<file path="src/rtl/booth_mult4_pkg.sv">
// Shared constants and helpers for the booth_mult4 sequential multiplier.
package booth_mult4_pkg;

    // FSM state encodings, kept as plain constants so older netlists and
    // lab top-levels that probe the state register stay compatible.
    localparam logic [1:0] ST_IDLE = 2'b00;
    localparam logic [1:0] ST_RUN  = 2'b01;
    localparam logic [1:0] ST_DONE = 2'b10;

    // Number of Booth iterations for a 4-bit multiplier.
    localparam int         ITER_COUNT = 4;
    localparam logic [2:0] CNT_LAST   = 3'(ITER_COUNT - 1);

    typedef enum logic [1:0] {
        OP_NONE = 2'b00,
        OP_ADD  = 2'b01,
        OP_SUB  = 2'b10
    } booth_op_e;

    // Radix-2 Booth recoding of the pair {Q[0], q_1}.
    function automatic booth_op_e booth_op(input logic q0, input logic q_1);
        case ({q0, q_1})
            2'b01:   return OP_ADD;
            2'b10:   return OP_SUB;
            default: return OP_NONE;
        endcase
    endfunction

endpackage

</file>
<file path="src/rtl/booth_mult4_if.sv">
// Start/busy/done handshake bundle between a requester and booth_mult4.
interface booth_mult4_if;
    import booth_mult4_pkg::*;

    logic       start;
    logic [3:0] mcand;
    logic [3:0] mplier;
    logic       busy;
    logic       done;
    logic [7:0] product;

    modport master (
        output start, mcand, mplier,
        input  busy, done, product
    );

    modport slave (
        input  start, mcand, mplier,
        output busy, done, product
    );

endinterface

</file>
<file path="src/rtl/booth_mult4_addsub.sv">
// 4-bit ripple adder/subtractor (addsub4bit) built from full adders (fa).
module fa (
    input  logic a,
    input  logic b,
    input  logic cin,
    output logic s,
    output logic cout
);
    // Single-bit full adder.
    always_comb begin
        s    = a ^ b ^ cin;
        cout = (a & b) | (cin & (a ^ b));
    end
endmodule

module addsub4bit (
    input  logic [3:0] a,
    input  logic [3:0] b,
    input  logic       add0sub1,
    output logic [3:0] sumdiff,
    output logic       carryborrow
);
    logic [3:0] b_x;
    logic [4:0] c;

    // Subtraction is a + ~b + 1: invert b and inject the select as carry-in.
    always_comb begin
        b_x  = b ^ {4{add0sub1}};
        c[0] = add0sub1;
    end

    for (genvar i = 0; i < 4; i++) begin : g_bit
        fa u_fa (
            .a    (a[i]),
            .b    (b_x[i]),
            .cin  (c[i]),
            .s    (sumdiff[i]),
            .cout (c[i+1])
        );
    end

    // Carry on add, borrow (inverted carry) on subtract.
    assign carryborrow = add0sub1 ? ~c[4] : c[4];
endmodule

</file>
<file path="src/rtl/booth_mult4.sv">
// Sequential 4x4 signed radix-2 Booth multiplier, one iteration per clock.
module booth_mult4
    import booth_mult4_pkg::*;
(
    input  logic          clk,
    input  logic          rst_n,
    booth_mult4_if.slave  bus
);

    logic [1:0] state;
    logic [3:0] acc;
    logic [3:0] q_reg;
    logic [3:0] m_reg;
    logic       q_1;
    logic [2:0] cnt;
    logic [7:0] product_r;

    booth_op_e  op;
    logic       add0sub1;
    logic [3:0] sumdiff;
    logic       carry_unused;
    logic [3:0] a_sel;
    logic       x3;
    logic       ovf;
    logic       sign;
    logic [3:0] acc_next;
    logic [3:0] q_next;

    addsub4bit u_addsub (
        .a           (acc),
        .b           (m_reg),
        .add0sub1    (add0sub1),
        .sumdiff     (sumdiff),
        .carryborrow (carry_unused)
    );

    // Booth step plus arithmetic right shift; the sign bit shifted into A is
    // corrected when the 4-bit add/sub overflowed (needed for M = -8).
    always_comb begin
        op       = booth_op(q_reg[0], q_1);
        add0sub1 = (op == OP_SUB);
        a_sel    = (op == OP_NONE) ? acc : sumdiff;
        x3       = m_reg[3] ^ add0sub1;
        ovf      = (op != OP_NONE) && (acc[3] == x3) && (sumdiff[3] != acc[3]);
        sign     = ovf ? ~a_sel[3] : a_sel[3];
        acc_next = {sign, a_sel[3:1]};
        q_next   = {a_sel[0], q_reg[3:1]};
    end

    // Control FSM and datapath registers.
    always_ff @(posedge clk or negedge rst_n) begin
        if (!rst_n) begin
            state     <= ST_IDLE;
            acc       <= '0;
            q_reg     <= '0;
            m_reg     <= '0;
            q_1       <= 1'b0;
            cnt       <= '0;
            product_r <= '0;
        end else begin
            case (state)
                ST_IDLE: begin
                    if (bus.start) begin
                        m_reg <= bus.mcand;
                        q_reg <= bus.mplier;
                        acc   <= '0;
                        q_1   <= 1'b0;
                        cnt   <= '0;
                        state <= ST_RUN;
                    end
                end
                ST_RUN: begin
                    acc   <= acc_next;
                    q_reg <= q_next;
                    q_1   <= q_reg[0];
                    cnt   <= cnt + 3'd1;
                    if (cnt == CNT_LAST) begin
                        product_r <= {acc_next, q_next};
                        state     <= ST_DONE;
                    end
                end
                ST_DONE: state <= ST_IDLE;
                default: state <= ST_IDLE;
            endcase
        end
    end

    assign bus.busy    = (state == ST_RUN);
    assign bus.done    = (state == ST_DONE);
    assign bus.product = product_r;

endmodule
</file>
<file path="src/flat_wrapper.sv">
// flat-port wrapper written by rule: the top's interface ports become plain ports
module booth_mult4_flat import booth_mult4_pkg::*;
  (clk, rst_n, bus_start, bus_mcand, bus_mplier, bus_busy, bus_done, bus_product);
  booth_mult4_if bus_i ();
  input  logic clk;
  input  logic rst_n;
  input wire logic [$bits(bus_i.start)-1:0] bus_start;
  input wire logic [$bits(bus_i.mcand)-1:0] bus_mcand;
  input wire logic [$bits(bus_i.mplier)-1:0] bus_mplier;
  output wire logic [$bits(bus_i.busy)-1:0] bus_busy;
  output wire logic [$bits(bus_i.done)-1:0] bus_done;
  output wire logic [$bits(bus_i.product)-1:0] bus_product;
  assign bus_i.start = bus_start;
  assign bus_i.mcand = bus_mcand;
  assign bus_i.mplier = bus_mplier;
  assign bus_busy = bus_i.busy;
  assign bus_done = bus_i.done;
  assign bus_product = bus_i.product;
  booth_mult4 u_core (.clk(clk), .rst_n(rst_n), .bus(bus_i));
endmodule
</file>
<file path="config.mk">
export PLATFORM = sky130hd
export DESIGN_NAME = booth_mult4_flat
export DESIGN_NICKNAME = d
export VERILOG_FILES = /design/src/rtl/booth_mult4_pkg.sv /design/src/rtl/booth_mult4_if.sv /design/src/rtl/booth_mult4_addsub.sv /design/src/rtl/booth_mult4.sv /design/src/flat_wrapper.sv
export SDC_FILE = /design/constraint.sdc
export NUM_CORES = 1
export LEC_CHECK = 0
export CORE_AREA = 2 2 52 54
export DETAILED_ROUTE_END_ITERATION = 16
export DIE_AREA = 0 0 54 56
export PLACE_DENSITY = 0.87
export SLEW_MARGIN = 20
export SYNTH_ARGS = -nofsm -noshare
export SYNTH_HDL_FRONTEND = slang
export SYNTH_SLANG_ARGS = --single-unit
</file>
<file path="constraint.sdc">
create_clock -name clk -period 3 [get_ports clk]
set_input_delay 0.6 -clock clk [delete_from_list [all_inputs] [get_ports clk]]
set_output_delay 0.6 -clock clk [all_outputs]
set_load 0.02 [all_outputs]
</file>
==> reports/qor.csv, run 1 <==
metric,value,unit
Avg WL per Cell,14.3,um
NumNets Final,146,
Final period util,0.811,
post-synthesis sequential area ratio,0.534,
CTS root buf,clkbuf_4,
first-pass GRT wire length,4.00,mm
"top cells by area, synth","dfrtp_1 (53%), mux2_2 (7.4%), o21ai_0 (4.9%)",
largest net degree at the start of global routing,27,
Hold Path Class,reg2reg,
CTS tree,done,
Die Wd,54,um
later-pin clock latency in the skew report,0.32,ns
# Post-CTS Setup Buffers,0,
Post-Syn Instances,105,
Flop pwr share,0.360,
Site Rows,18,
reported max-cap violation count,0,
leak pwr,0.678,nW
Clock Pin Slew Worst Setup and Hold Paths,0.14,ns
Yosys top cell by area,dfrtp_1,
vias in the first global route,915,
Crit Path Class,reg2reg,
relative slew slack,0.786,
internal cell power,1.11,mW
final hold vios,0,
First-pass DRT Iterations,4,
Levels on crit path,10,
hold buffer count at CTS,0,
max reg flops,8,
critical-path maximum fanout,4,
WP data arrival,2.64,ns
final setup fails,0,
Netlist cell types,28,
slowest CP cell,dfrtp_1,
Max Slew Vio Count,0,
number of flops mapped to enable cells by yosys,0,
P_sw,0.696,mW
outcome,finished clean,
Synth Register Bits,26,
hold path depth,2,
critical path launch point type,flop,
area grow syn2layout,23.7,%
DIE AREA,3020,um2
share of cells above drive strength 1,0.147,
IO Pins,21,
asr flop ratio synth,1.00,
R2R depth,10,
clock buffer depth,2,
setup_tns,0,ns
Critical Path RT,3.21,ns
CTS Buf Count,3,
minimum clock period,2.43,ns
RSZ-0062 raised after global routing,no,
power share of the combinational group,0.509,
yosys warns,0,
power density over the cells,1200,nW/um2
syn_area_per_cell,11.6,um2
Net Sw Frac,0.386,
core area,2430,um2
routed wire length,2.27,mm
DR DRC count,0,
CTS resizes,0,
GRT Util Overall,0.181,
CP cell instances,inv_1 -> ha_1 -> xnor2_1 -> fa_1 -> inv_1 -> fa_1 -> or2_2 -> mux2i_1 -> xnor2_1 -> o21ai_1,
clock sink total,26,
RD Place Congestion,0.885,
vias per cell,5.46,
Mapped Area,1220,um2
Initial Util,0.501,
clock share of power,0.130,
I/O Buffers,20,
antenna cell count,0,
Critical Path End Type,flop,
maximum VDD drop,606,uV
Detailed Route Iter0 Violations,14,
maximum clock frequency,0.411,GHz
syn_nets,121,
GRT overflow,0,
dpl hpwl,1.73,mm
Worst-Margin Slew,0.321,ns
post-synth top area share,0.534,
H-tree depth,1,
"Cell Area, Placed",1450,um2
worst path bufs/invs,2,
ys flop type,dfrtp_1,
Vias,868,
initial antenna violation count,0,
die height,56,um
skew final,0.00822,ns
Crit path max-delay family,adder cells,
Detail Route Antenna Nets,0,
Critical Path Max Stage Delay,0.38,ns
Finished Cell Area,1510,um2
[kinds of logic after synthesis]
kind of cell / count (synthesis) / synth area share
compound gates: 24 / 0.119
xor+xnor: 5 / 0.0360
fa+ha+maj: 5 / 0.0637
buf+inv: 8 / 0.0339
flops: 26 / 0.534
mux: 11 / 0.0987
simple gates: 26 / 0.114
[synthesized netlist by cell type, types with 2 or more instances]
library cell / count
dfrtp_1: 26
nand2_1: 14
o21ai_0: 12
mux2_2: 8
inv_1: 5
a22oi_1: 4
ha_1: 3
mux2i_1: 3
nand2b_1: 3
nor2b_1: 3
xnor2_1: 3
a22o_1: 2
fa_1: 2
o21ai_1: 2
xor2_1: 2
[cell usage in the layout, fill, tap and decap left out, types with 2 or more instances in the layout]
master           synthesis  final
nand2b_1                 3      3
xnor2_1                  3      3
clkdlybuf4s50_1          0     20
inv_1                    5      5
o21ai_1                  2      2
nand2_1                 14     14
a22oi_1                  4      4
ha_1                     3      3
clkbuf_4                 0      3
nor2b_1                  3      3
a22o_1                   2      2
o21ai_0                 12     12
mux2_2                   8      8
buf_4                    0      2
xor2_1                   2      2
mux2i_1                  3      3
dfrtp_1                 26     26
fa_1                     2      2
[final timing paths]
path,start,endpoint,slack (ns)
setup / recovery,u_core.q_1,u_core.bus.product[6],0.57
hold / removal,u_core.acc[1],u_core.acc[1],0.50
setup reg to reg,u_core.q_1,u_core.bus.product[6],0.57
hold reg to reg,u_core.acc[1],u_core.acc[1],0.50
max in group asynchronous,rst_n,u_core.bus.product[7],2.13
min in group asynchronous,rst_n,u_core.q_1,0.62
[worst min-delay path: stages, from the launching register on]
cell and delay, ns:
dfrtp_1 0.37, nand2_1 0.05, o21ai_0 0.06
[stage by stage]
step	hold WS, ns	util	power [mW]	worst slack, ns	cells
floorplan	0.304	-	1.28	0.792	105
global placement	0.463	0.598	1.53	0.740	155
detailed placement	0.478	0.598	1.58	0.654	155
CTS	0.509	0.619	1.83	0.568	159
global route	0.535	0.619	1.97	0.414	159
finish	0.505	0.619	1.80	0.568	159
[power by group through the flow]
stage	sequential (mW)	clock, mW	combinational [mW]
2_1_floorplan	0.693	0	0.585
3_3_place_gp	0.647	0	0.879
3_5_place_dp	0.659	0	0.925
4_1_cts	0.650	0.240	0.935
5_1_grt	0.676	0.261	1.03
6_report	0.650	0.235	0.919
[layout make-up]
type	count	area [um2]
clock buffer	3	22.5
clock inverter	1	30.0
fill	189	926
inverter	6	25.0
multi-input combinational	71	526
sequential	26	651
tap	30	37.5
timing repair buffer	22	215
[layer usage]
metal,vias to the layer above,routed length [um],global-route usage
li1,410,-,-
met2,20,1190,0.307
met4,0,73,0.0964
met5,-,0,0
met3,7,61,0.0215
met1,431,947,0.214
Power figures use the tool's default switching activity.
==> run 2, diff against run 1 <==
- clock period: 3 -> 2.3 ns (I/O delays scaled with it)
==> reports/qor.csv, run 2 (synthesis results as in run 1) <==
metric,value,unit,change
Max Slew Vio Count,0,,unchanged
leak pwr,0.693,nW,was 0.678 nW
Site Rows,18,,unchanged
critical path launch point type,flop,,unchanged
GRT overflow,0,,unchanged
First-pass DRT Iterations,4,,unchanged
minimum clock period,2.24,ns,
WP data arrival,1.78,ns,was 2.64 ns
die height,56,um,unchanged
clock buffer depth,2,,unchanged
Tot Pwr,2.50,mW,was 1.80 mW
NumNets Final,151,,was 146
Detail Route Antenna Nets,0,,unchanged
Vias,910,,was 868
CTS tree,done,,unchanged
Initial Util,0.501,,unchanged
H-tree depth,1,,unchanged
max reg flops,8,,unchanged
maximum clock frequency,0.446,GHz,
maximum VDD drop,795,uV,was 606 uV
final hold vios,0,,unchanged
final setup fails,0,,unchanged
"commonest non-fill, non-tap cell in the layout",dfrtp_1,,unchanged
outcome,finished clean,,unchanged
dpl hpwl,1.69,mm,was 1.73 mm
Worst-Margin Slew,0.359,ns,was 0.321 ns
reported max-cap violation count,0,,unchanged
Die Wd,54,um,unchanged
routed wire length,2.60,mm,was 2.27 mm
critical-path maximum fanout,9,,was 4
Critical Path RT,1.84,ns,was 3.21 ns
clock share of power,0.077,,was 0.130
skew final,0.00235,ns,was 0.00822 ns
setup_tns,0,ns,unchanged
Detailed Route Iter0 Violations,26,,was 14
power share of the combinational group,0.572,,was 0.509
Clock Pin Slew Worst Setup and Hold Paths,0.13,ns,was 0.14 ns
IO Pins,21,,unchanged
I/O Buffers,20,,unchanged
largest net degree at the start of global routing,27,,unchanged
first-pass GRT wire length,3.87,mm,was 4.00 mm
"Cell Area, Placed",1460,um2,was 1450 um2
P_sw,1.02,mW,was 0.696 mW
relative slew slack,0.759,,was 0.786
clock sink total,26,,unchanged
antenna cell count,0,,unchanged
DIE AREA,3020,um2,unchanged
Final period util,0.974,,
vias in the first global route,868,,was 915
Crit Path Class,reg2out,,was reg2reg
area grow syn2layout,28.9,%,was 23.7%
share of cells above drive strength 1,0.226,,was 0.147
internal cell power,1.48,mW,was 1.11 mW
vias per cell,5.58,,was 5.46
CTS Buf Count,3,,unchanged
core area,2430,um2,unchanged
Hold Path Class,in2async,,was reg2reg
Finished Cell Area,1570,um2,was 1510 um2
GRT Util Overall,0.181,,about the same
Avg WL per Cell,16.0,um,was 14.3 um
initial antenna violation count,0,,unchanged
Critical Path End Type,output pin,,was flop
later-pin clock latency in the skew report,0.33,ns,was 0.32 ns
DR DRC count,0,,unchanged
RD Place Congestion,0.886,,was 0.885
CTS root buf,clkbuf_4,,unchanged
FILL cells,169,,was 189
Flop pwr share,0.351,,was 0.360
most frequent cells in the layout,"dfrtp_1 (26), clkdlybuf4s50_1 (20), nand2_1 (14)",,unchanged
Net Sw Frac,0.409,,was 0.386
power density over the cells,1600,nW/um2,was 1200 nW/um2
==> run 2: critical path, cell delays in order (launching register included) <==
cell and delay, ns:
dfrtp_1 0.58, nand2b_4 0.14, inv_4 0.12, clkdlybuf4s50_1 0.61
==> run 2: area by class of cell <==
type                    count  area [um2]  area share
flip-flops and latches     26         651       0.415
multi-input cells          71         581       0.370
repair buffers             27         253       0.161
well taps                  30        37.5      0.0239
inverters                   6        25.0      0.0159
clock buffers               3        22.5      0.0144
==> run 2: through the flow <==
| stage | worst slack (ns) | hold slack, ns | std cells | util |
|---|---|---|---|---|
| after floorplan | 0.0919 | 0.164 | 105 | - |
| after global placement | 0.0426 | 0.463 | 156 | 0.601 |
| after detailed placement | -0.0353 | 0.471 | 156 | 0.601 |
| after CTS | 0.0114 | 0.481 | 159 | 0.614 |
| after global routing | -0.0226 | 0.512 | 163 | 0.645 |
| final | 0.0589 | 0.475 | 163 | 0.645 |
==> run 2: per-layer routing <==
layer	track usage	vias to the layer above	share of wire	routed length, um
li1	-	416	-	-
met1	0.215	460	0.42	1090
met2	0.282	25	0.50	1310
met3	0.0430	9	0.040	104
met4	0.118	0	0.036	93
met5	0	-	0	0
==> run 2: path summary, 6_finish.rpt <==
kind	slack (ns)	from	to	depth (start not counted)
hold / removal	0.47	rst_n	u_core.q_reg[0]	2
setup / recovery	0.06	u_core.state[0]	bus_busy	3
hold reg to reg	0.50	u_core.cnt[2]	u_core.cnt[2]	2
max in group asynchronous	1.59	rst_n	u_core.state[1]	2
min in group clk	0.50	u_core.cnt[2]	u_core.cnt[2]	2
setup reg to reg	0.10	u_core.q_reg[0]	u_core.acc[2]	9
==> run 2: what timing repair did <==
item | in CTS | in global routing
hold buffers | 0 | 0
resized for setup | 2 | 9
setup buffers | 0 | 4
setup endpoints to repair | 4 | 4
pin swaps | 0 | 4
==> run 2: power groups by stage <==
stage	sequential, mW	combinational [mW]	clock [mW]
CTS	0.854	1.24	0.193
finish	0.878	1.43	0.193
global route	0.907	1.57	0.213
detailed placement	0.859	1.20	0
global placement	0.844	1.16	0
floorplan	0.904	0.763	0
